<file path="config.mk">
export PLATFORM = sky130hd
export DESIGN_NAME = mas_mul_arbiter
export DESIGN_NICKNAME = d
export VERILOG_FILES = /design/src/rtl/mas_mul_arbiter.sv
export SDC_FILE = /design/constraint.sdc
export NUM_CORES = 1
export LEC_CHECK = 0
export BUFFER_PORTS_ARGS = -buffer_cell sky130_fd_sc_hd__clkbuf_2
export CAP_MARGIN = 10
export CELL_PAD_IN_SITES_DETAIL_PLACEMENT = 0
export CELL_PAD_IN_SITES_GLOBAL_PLACEMENT = 2
export CORE_AREA = 2 2 261 263
export CTS_BUF_LIST = sky130_fd_sc_hd__clkbuf_8 sky130_fd_sc_hd__clkbuf_16
export DETAILED_ROUTE_END_ITERATION = 10
export DIE_AREA = 0 0 263 265
export PLACE_DENSITY = 0.56
export SYNTH_ARGS = -nofsm -noshare
export SYNTH_HDL_FRONTEND = slang
export SYNTH_SLANG_ARGS = --single-unit
</file>
<file path="constraint.sdc">
create_clock -name clk -period 2.6 [get_ports clk]
set_clock_uncertainty 0.1 [all_clocks]
set_input_delay 0.13 -clock clk [delete_from_list [all_inputs] [get_ports clk]]
set_output_delay 0.13 -clock clk [all_outputs]
set_load 0.01 [all_outputs]
</file>
<file path="src/rtl/mas_mul_arbiter.sv">
// Round-robin share of one 32x32 multiplier among NREQ requesters; MAS_MUL_ARB_FIXED_PRIO_EN selects lowest-index priority.
// Latency: grant cycle t -> rsp_valid from t+LAT+1; one op in flight per requester, no pipeline stall.
// Backpressure: a held result keeps its requester busy (no regrant) until rsp_ready consumes it.
module mas_mul_arbiter #(
  parameter int NREQ = 4,
  parameter int LAT  = 1
) (
  input  logic              clk,
  input  logic              rstn,
  input  logic [NREQ-1:0]   req_valid,
  output logic [NREQ-1:0]   req_ready,
  input  logic [NREQ*32-1:0] req_a,
  input  logic [NREQ*32-1:0] req_b,
  output logic [NREQ-1:0]   rsp_valid,
  input  logic [NREQ-1:0]   rsp_ready,
  output logic [NREQ*64-1:0] rsp_data,
  output logic [31:0]       mul_in1,
  output logic [31:0]       mul_in2,
  input  logic [63:0]       mul_res,
  output logic [NREQ-1:0]   busy
);

  localparam int IDXW = $clog2(NREQ);

  typedef struct packed {
    logic            vld;
    logic [IDXW-1:0] idx;
  } tag_t;

  logic [NREQ-1:0]    elig;
  logic [NREQ-1:0]    grant;
  logic [NREQ-1:0]    done;
  logic [NREQ-1:0]    cap;
  logic               gnt_any;
  logic               gnt_vld;
  logic [IDXW-1:0]    gnt_idx;
  tag_t               tag_d;
  tag_t               tag_q [LAT];
  tag_t               tag_out;
  logic [NREQ-1:0]    busy_q;
  logic [NREQ-1:0]    rsp_valid_q;
  logic [NREQ*64-1:0] rsp_data_q;

  assign elig = req_valid & ~busy_q;

`ifdef MAS_MUL_ARB_FIXED_PRIO_EN
  always_comb begin
    gnt_any = 1'b0;
    gnt_idx = '0;
    for (int i = NREQ - 1; i >= 0; i--) begin
      if (elig[i]) begin
        gnt_any = 1'b1;
        gnt_idx = IDXW'(i);
      end
    end
  end
`else
  logic [IDXW-1:0] last_q;
  logic [IDXW-1:0] cand;

  // Scan offsets from far to near so the requester just after last_q wins.
  always_comb begin
    gnt_any = 1'b0;
    gnt_idx = '0;
    cand    = '0;
    for (int k = NREQ; k >= 1; k--) begin
      cand = IDXW'((int'(last_q) + k) % NREQ);
      if (elig[cand]) begin
        gnt_any = 1'b1;
        gnt_idx = cand;
      end
    end
  end

  always_ff @(posedge clk or negedge rstn) begin
    if (!rstn) begin
      last_q <= IDXW'(NREQ - 1);
    end else if (gnt_vld) begin
      last_q <= gnt_idx;
    end
  end
`endif

  // Gate with rstn so nothing is granted while reset is held.
  assign gnt_vld = gnt_any & rstn;

  always_comb begin
    grant = '0;
    if (gnt_vld) grant[gnt_idx] = 1'b1;
  end

  assign req_ready = grant;
  assign mul_in1   = gnt_vld ? req_a[32*gnt_idx +: 32] : 32'd0;
  assign mul_in2   = gnt_vld ? req_b[32*gnt_idx +: 32] : 32'd0;

  assign tag_d.vld = gnt_vld;
  assign tag_d.idx = gnt_idx;
  assign tag_out   = tag_q[LAT-1];

  assign done = rsp_valid_q & rsp_ready;

  always_comb begin
    cap = '0;
    if (tag_out.vld) cap[tag_out.idx] = 1'b1;
  end

  always_ff @(posedge clk or negedge rstn) begin
    if (!rstn) begin
      for (int i = 0; i < LAT; i++) tag_q[i] <= '0;
      busy_q      <= '0;
      rsp_valid_q <= '0;
      rsp_data_q  <= '0;
    end else begin
      tag_q[0] <= tag_d;
      for (int i = 1; i < LAT; i++) tag_q[i] <= tag_q[i-1];
      // A capture can never target a requester completing this cycle: it is still busy without a held result.
      busy_q      <= (busy_q | grant) & ~done;
      rsp_valid_q <= (rsp_valid_q & ~done) | cap;
      if (tag_out.vld) rsp_data_q[64*tag_out.idx +: 64] <= mul_res;
    end
  end

  assign rsp_valid = rsp_valid_q;
  assign rsp_data  = rsp_data_q;
  assign busy      = busy_q;

endmodule

</file>
==> results of run 1 <==
metal layers:
metal | up-vias | part of all wire, % | GRT usage [%] | routed length (um)
li1 | 5419 | - | - | -
met4 | 4 | 2.7 | 5.65 | 1730
met1 | 6103 | 38 | 19.1 | 24300
met3 | 90 | 7.2 | 4.75 | 4600
met5 | - | 0.042 | 0 | 27
met2 | 515 | 52 | 30.3 | 32900
power breakdown:
group / internal [mW] / switching (mW) / total [mW] / leakage [nW]
Combinational: 5.07 / 6.08 / 11.2 / 5.85
Sequential: 5.47 / 0.805 / 6.28 / 3.65
Clock: 2.39 / 1.78 / 4.17 / 0.494
Total: 12.9 / 8.66 / 21.6 / 9.99
cell type report:
| class | count | area share (%) |
|---|---|---|
| sequential | 269 | 34.6 |
| timing repair buffer | 806 | 27.6 |
| multi-input combinational | 630 | 27.1 |
| tap | 873 | 5.61 |
| clock buffer | 35 | 4.15 |
| clock inverter | 18 | 0.720 |
| inverter | 9 | 0.173 |
| antenna | 9 | 0.116 |
worst max-delay path, stage by stage (launching register included):
cell	delay, ns
dfstp_2	0.58
buf_6	0.13
o221ai_4	0.12
buf_12	0.16
clkbuf_16	0.16
clkbuf_16	0.17
and3_1	0.16
o21ai_1	0.16
a21oi_1	0.08
buf_2	0.15
repair_timing:
item                                    in CTS  in global routing
endpoints found under the setup margin      66                 67
hold endpoints to repair                   533                  0
pin swaps                                   13                 48
hold buffers                                71                  0
setup buffers                               21                  5
cloned                                       9                 15
resized for setup                           83                137
Yosys cell counts (2+ instances only):
| cell type | n | share of area (%) |
|---|---|---|
| a21boi_0 | 12 | 0.75 |
| a21boi_1 | 52 | 3.2 |
| a21oi_1 | 66 | 2.7 |
| a22o_1 | 257 | 19 |
| a22oi_1 | 64 | 4.0 |
| a2bb2oi_1 | 3 | 0.22 |
| and2_1 | 2 | 0.10 |
| and3_1 | 66 | 3.4 |
| buf_2 | 47 | 1.9 |
| buf_4 | 4 | 0.25 |
| buf_6 | 14 | 1.3 |
| clkbuf_1 | 47 | 1.5 |
| dfrtp_1 | 267 | 55 |
| dfstp_2 | 2 | 0.44 |
| ha_1 | 5 | 0.52 |
| inv_1 | 9 | 0.28 |
| nand2_1 | 9 | 0.28 |
| nand2_2 | 2 | 0.10 |
| nand2b_4 | 2 | 0.23 |
| nor2b_4 | 2 | 0.23 |
| nor4b_1 | 3 | 0.22 |
| o21ai_0 | 10 | 0.41 |
| o21ai_1 | 61 | 2.5 |
| o221ai_1 | 2 | 0.15 |
stage by stage:
stage,power [mW],util [%],hold slack (ns),setup TNS [ns]
after floorplan,11.1,-,-0.266,0
after global placement,15.1,24.5,-0.107,0
after detailed placement,15.2,24.5,-0.104,0
after CTS,20.9,28.1,0.0257,-2.52
after global routing,22.8,29.2,0.0828,-10.07
final,21.6,29.2,0.0869,-3.01
cells by family (layout without fill, tap and decap cells):
family,count (synthesis),in the layout,share of synthesized area [%]
other cells,0,9,0
buf+inv,122,868,5.28
compound gates,533,533,33.4
flops,269,269,55.7
simple gates,92,92,5.09
fa+ha+maj,5,5,0.518
state kept, by name (all words and copies together) (netlist names):
name	flops
rsp_data	256
busy	4
rsp_valid	4
tag_out	3
last_q	2
final timing paths:
path | from | end | slack [ns] | cells after the start
max | last_q[0]$_DFFE_PN1P_ | mul_in1[14] | -0.10 | 9
min | req_valid[3] | last_q[0]$_DFFE_PN1P_ | 0.09 | 6
max reg2reg | tag_out[0]$_DFF_PN0_ | rsp_data[124]$_DFFE_PN0P_ | 0.27 | 5
min reg2reg | rsp_valid[2]$_DFF_PN0_ | busy[2]$_DFF_PN0_ | 0.37 | 1
max in group asynchronous | rstn | rsp_data[196]$_DFFE_PN0P_ | 0.92 | 4
min in group asynchronous | rstn | rsp_data[238]$_DFFE_PN0P_ | 0.46 | 3
==> key figures, run 1 <==
STA
  – Minimum clock period: 2.70 ns
  – Final hold vios: 0
  – Slew HR: 48.7%
  – PnR worst setup slack: -0.104 ns
  – Slew @ Worst Pin: 0.769 ns
  – Fin crit share: 104%
  – Slew Viols, Final: 0
  – Fmax: 370 MHz
  – Setup-failing EPs final: 52
  – Unrepaired setup endpoints after global routing: yes

Route
  – Drt total wl: 63600 um
  – Drt via density: 4.58
  – Drt pass-1 iters: 5
  – WL/cell: 24.0 um
  – Vias: 12.1k
  – # DRC: 0
  – ANT nets after route: 0
  – DR iter-0 viols: 686

Run status
  – Failing checks: setup timing
  – Status: finished, violations left

Setup path
  – Setup crit end kind: primary output
  – Startpoint Class: register
  – Crit Path Class: reg -> out
  – Critical Path AT: 2.47 ns
  – Critical Path RT: 2.37 ns
  – CP Max Fanout: 9

Clock network
  – Clock Tree Root: clkbuf_16
  – Clock-pin slew on the worst setup and hold paths: 0.07 ns
  – TritonCTS Buffers: 29
  – Clock sink count: roughly 270
  – H-tree levels: 1
  – Clock Tree Buf Depth: 3
  – Clk_lat worst skew: 0.57 ns
  – CTS tree: yes

Layout
  – Fill cells: 7148
  – Area delta synth->final: 61.2%
  – Layout cell share with drive strength beyond 1: 51.3%
  – # nets final: 2080
  – Non-filler cells, final: 2649
  – Design area: 19500 um^2
  – Multi-input gate area: ~5300 um^2
  – Commonest non-fill, non-tap cell in the layout: clkbuf_2
  – Commonest cells after routing, fill and taps aside: 602 x clkbuf_2, 264 x dfrtp_1, 256 x a22o_1
  – Register area: 6740 um^2

Die
  – Die area: 69700 um^2
  – Die Y: 265 um
  – Row cnt: 95
  – Starting Density: 18.1%
  – Ports: 662
  – Die width: 263 um
  – Core area: between 60000 and 70000 um^2

Pwr
  – Pwr per Cell Area: 1110 nW/um^2
  – Leakage: 9.99 nW
  – Maximum VDD drop: 0.470 mV

Logic synthesis
  – Ys async rst share: 100%
  – Synth unique cells: 37
  – Cell Area, Synth: about 12000 um^2
  – Avg Inst Size Synth: 11.8 um^2
  – Ys flop type: dfrtp_1
  – EDFF count, synth: 0
  – Seq/Total Area, Yosys: between 50% and 60%
  – #FFs+latches synth: 269
  – Ys Warns: 0
  – Post-Syn Instances: 1021
  – Syn nets: 1356

Global routing
  – First-pass GRT wire length: 88700 um
  – Initial antenna violation count: 14
  – Gr ovfl total: 0
  – Vias in the first global route: 12.7k
  – Total GRT Usage: 16.8%
  – Largest net degree at the start of global routing: 109

Placement
  – Routability congestion estimate: around 0.80
  – Setup WS pre-CTS: between 0.3 and 0.4 ns
  – Placed Area: around 16000 um^2
  – Placed Instances: 2466
  – PortBufs: 661
  – Dpl hpwl: around 42000 um

Run
  – Max Cap Viol: 0

Hold path
  – Hold crit path type: in -> reg
Power figures use the tool's default switching activity.
==> run 2: changes to the inputs <==
--- a/config.mk
+++ b/config.mk
@@ -9,11 +9,11 @@
 export CAP_MARGIN = 10
 export CELL_PAD_IN_SITES_DETAIL_PLACEMENT = 0
 export CELL_PAD_IN_SITES_GLOBAL_PLACEMENT = 2
-export CORE_AREA = 2 2 261 263
+export CORE_AREA = 2 2 256 258
 export CTS_BUF_LIST = sky130_fd_sc_hd__clkbuf_8 sky130_fd_sc_hd__clkbuf_16
 export DETAILED_ROUTE_END_ITERATION = 10
-export DIE_AREA = 0 0 263 265
-export PLACE_DENSITY = 0.56
+export DIE_AREA = 0 0 258 260
+export PLACE_DENSITY = 0.6
 export SYNTH_ARGS = -nofsm -noshare
 export SYNTH_HDL_FRONTEND = slang
 export SYNTH_SLANG_ARGS = --single-unit
==> constraint.sdc (replaced) <==
create_clock -name clk -period 2.21 [get_ports clk]
set_clock_uncertainty 0.1 [all_clocks]
set_input_delay 0.1105 -clock clk [delete_from_list [all_inputs] [get_ports clk]]
set_output_delay 0.1105 -clock clk [all_outputs]
set_load 0.01 [all_outputs]
==> key figures, run 2 (synthesis gave the netlist of run 1 again) <==
Run status
  – Status: finished, violations left (unchanged)
  – Failing checks: setup timing (unchanged)

Clock network
  – Clk_lat worst skew: 0.56 ns (was 0.57 ns)
  – TritonCTS Buffers: 28 (was 29)
  – Clock-pin slew on the worst setup and hold paths: 0.07 ns (about the same)
  – Clock sink count: 269 (unchanged)
  – CTS tree: yes (unchanged)
  – H-tree levels: 1 (unchanged)
  – Clock Tree Root: clkbuf_16 (unchanged)
  – Clock Tree Buf Depth: 3 (unchanged)

Layout
  – Design area: 19600 um^2 (was 19500 um^2)
  – Area delta synth->final: 62.1% (was 61.2%)
  – Number of flip-flops in the largest register: 256 (unchanged)
  – Finished Core Util: 30.5% (was 29.2%)
  – Commonest cells after routing, fill and taps aside: 603 x clkbuf_2, 267 x dfrtp_1, 256 x a22o_1 (was 602 x clkbuf_2, 264 x dfrtp_1, 256 x a22o_1)
  – Layout cell share with drive strength beyond 1: 52.5% (was 51.3%)
  – # nets final: 2102 (was 2080)
  – Commonest non-fill, non-tap cell in the layout: clkbuf_2 (unchanged)
  – Non-filler cells, final: 2644 (was 2649)
  – Fill cells: 6704 (was 7148)

STA
  – Sum Neg Setup Slack: -29.05 ns (was -3.01 ns)
  – Setup-failing EPs final: 68 (was 52)
  – Slew HR: 32.7% (was 48.7%)
  – Final hold slack: 0.120 ns (was 0.0869 ns)
  – Fmax: 372 MHz
  – Final hold vios: 0 (unchanged)
  – Slew @ Worst Pin: 1.01 ns (was 0.769 ns)
  – Unrepaired setup endpoints after global routing: yes (unchanged)
  – PnR worst setup slack: -0.481 ns (was -0.104 ns)
  – Fin crit share: 122%
  – Slew Viols, Final: 0 (unchanged)
  – Minimum clock period: between 2 and 3 ns

Global routing
  – Gr ovfl total: 0 (unchanged)
  – Grt peak-use layer: met2 (unchanged)
  – First-pass GRT wire length: 88300 um (was 88700 um)
  – Vias in the first global route: 12.7k (about the same)
  – GRT met3 Usage: 3.55% (was 4.75%)
  – Largest net degree at the start of global routing: 151 (was 109)
  – Total GRT Usage: 17.5% (was 16.8%)
  – Met1 Use GR: 19.6% (was 19.1%)
  – Met2 usage: 32.7% (was 30.3%)
  – Initial antenna violation count: 9 (was 14)

Pwr
  – Leakage: 10.0 nW (was 9.99 nW)
  – Maximum VDD drop: 0.656 mV (was 0.470 mV)
  – Pwr per Cell Area: 1290 nW/um^2 (was 1110 nW/um^2)
  – Tot Pwr: 25.2 mW (was 21.6 mW)

Setup path
  – Critical Path AT: 2.48 ns (was 2.47 ns)
  – Crit Path Class: reg -> out (unchanged)
  – CP Max Fanout: 7 (was 9)
  – Startpoint Class: register (unchanged)
  – Setup crit end kind: primary output (unchanged)
  – Critical Path RT: 2.00 ns (was 2.37 ns)

Placement
  – Dpl hpwl: 43400 um (was 41900 um)
  – Placed Instances: 2485 (was 2466)
  – PortBufs: 661 (unchanged)
  – Setup WS pre-CTS: -0.242 ns (was 0.331 ns)
  – Placed Area: 16700 um^2 (was 16400 um^2)
  – Routability congestion estimate: 0.892 (was 0.800)

Die
  – Die width: 258 um (was 263 um)
  – Core area: 64100 um^2 (was 66800 um^2)
  – Row cnt: 93 (was 95)
  – Die area: 67100 um^2 (was 69700 um^2)
  – Die Y: 260 um (was 265 um)
  – Starting Density: 18.8% (was 18.1%)
  – Ports: 662 (unchanged)

Route
  – DR iter-0 viols: 773 (was 686)
  – Drt total wl: 63200 um (was 63600 um)
  – ANT nets after route: 0 (unchanged)
  – Drt via density: 4.63 (was 4.58)
  – WL/cell: 23.9 um (was 24.0 um)
  – # DRC: 0 (unchanged)
  – Vias: 12.2k (was 12.1k)
  – Drt pass-1 iters: 5 (unchanged)

Hold path
  – Hold crit path type: in -> reg (unchanged)

Run
  – Max Cap Viol: 0 (unchanged)
[run 2: cell types whose count changed in the layout (fill, tap and decap cells not counted), sizes merged]
cell	before	now
bufbuf	0	2
inv	17	15
buf	122	144
diode	9	4
clkbuf	648	645
dlygate4sd3	71	70
[run 2: path summary, 6_finish.rpt]
check	depth (start not counted)	to	start	slack [ns]
setup / recovery	9	mul_in2[6]	busy[1]$_DFF_PN0_	-0.48
hold / removal	5	tag_out[2]$_DFF_PN0_	req_valid[1]	0.12
setup reg to reg	9	busy[2]$_DFF_PN0_	busy[1]$_DFF_PN0_	0.10
hold reg to reg	1	busy[0]$_DFF_PN0_	rsp_valid[0]$_DFF_PN0_	0.38
max in group asynchronous	4	rsp_data[15]$_DFFE_PN0P_	rstn	0.47
min in group asynchronous	4	busy[2]$_DFF_PN0_	rstn	0.24
[run 2: layer usage]
metal	up-vias	wire length, um
met5	-	38
met4	6	2170
met3	101	4140
met2	525	33300
met1	6155	23500
li1	5458	-
[run 2: timing repair]
| item | in CTS | in global routing |
|---|---|---|
| buffers inserted | 15 | 6 |
| endpoints found under the hold margin | 533 | 0 |
| setup endpoints to repair | 68 | 69 |
| gates resized for setup | 82 | 141 |
| pin swaps | 11 | 52 |
| hold buffers | 71 | 0 |
| cloned | 8 | 8 |
[run 2: area by class of cell]
type,count,area [um^2],share of cell area (%)
flip-flops and latches,269,6730,34.4
repair buffers,829,5560,28.4
clock inverters,16,133,0.677
diodes,4,10.0,0.0511
multi-input cells,630,5270,26.9
well taps,855,1070,5.46
inverters,9,33.8,0.173
clock buffers,32,767,3.92
[run 2: worst max-delay path, stage by stage (launching register included)]
cell	delay [ns]
dfrtp_1	0.42
and2b_2	0.30
a21oi_2	0.05
o211a_4	0.29
buf_6	0.13
buf_12	0.14
buf_16	0.15
a22oi_1	0.17
a21oi_1	0.10
buf_2	0.15
[run 2: power by group]
group / internal (mW) / leakage, nW / switching [mW] / total (mW)
Combinational: 6.05 / 5.92 / 7.10 / 13.2
Clock: 2.70 / 0.462 / 2.01 / 4.71
Sequential: 6.43 / 3.66 / 0.894 / 7.32
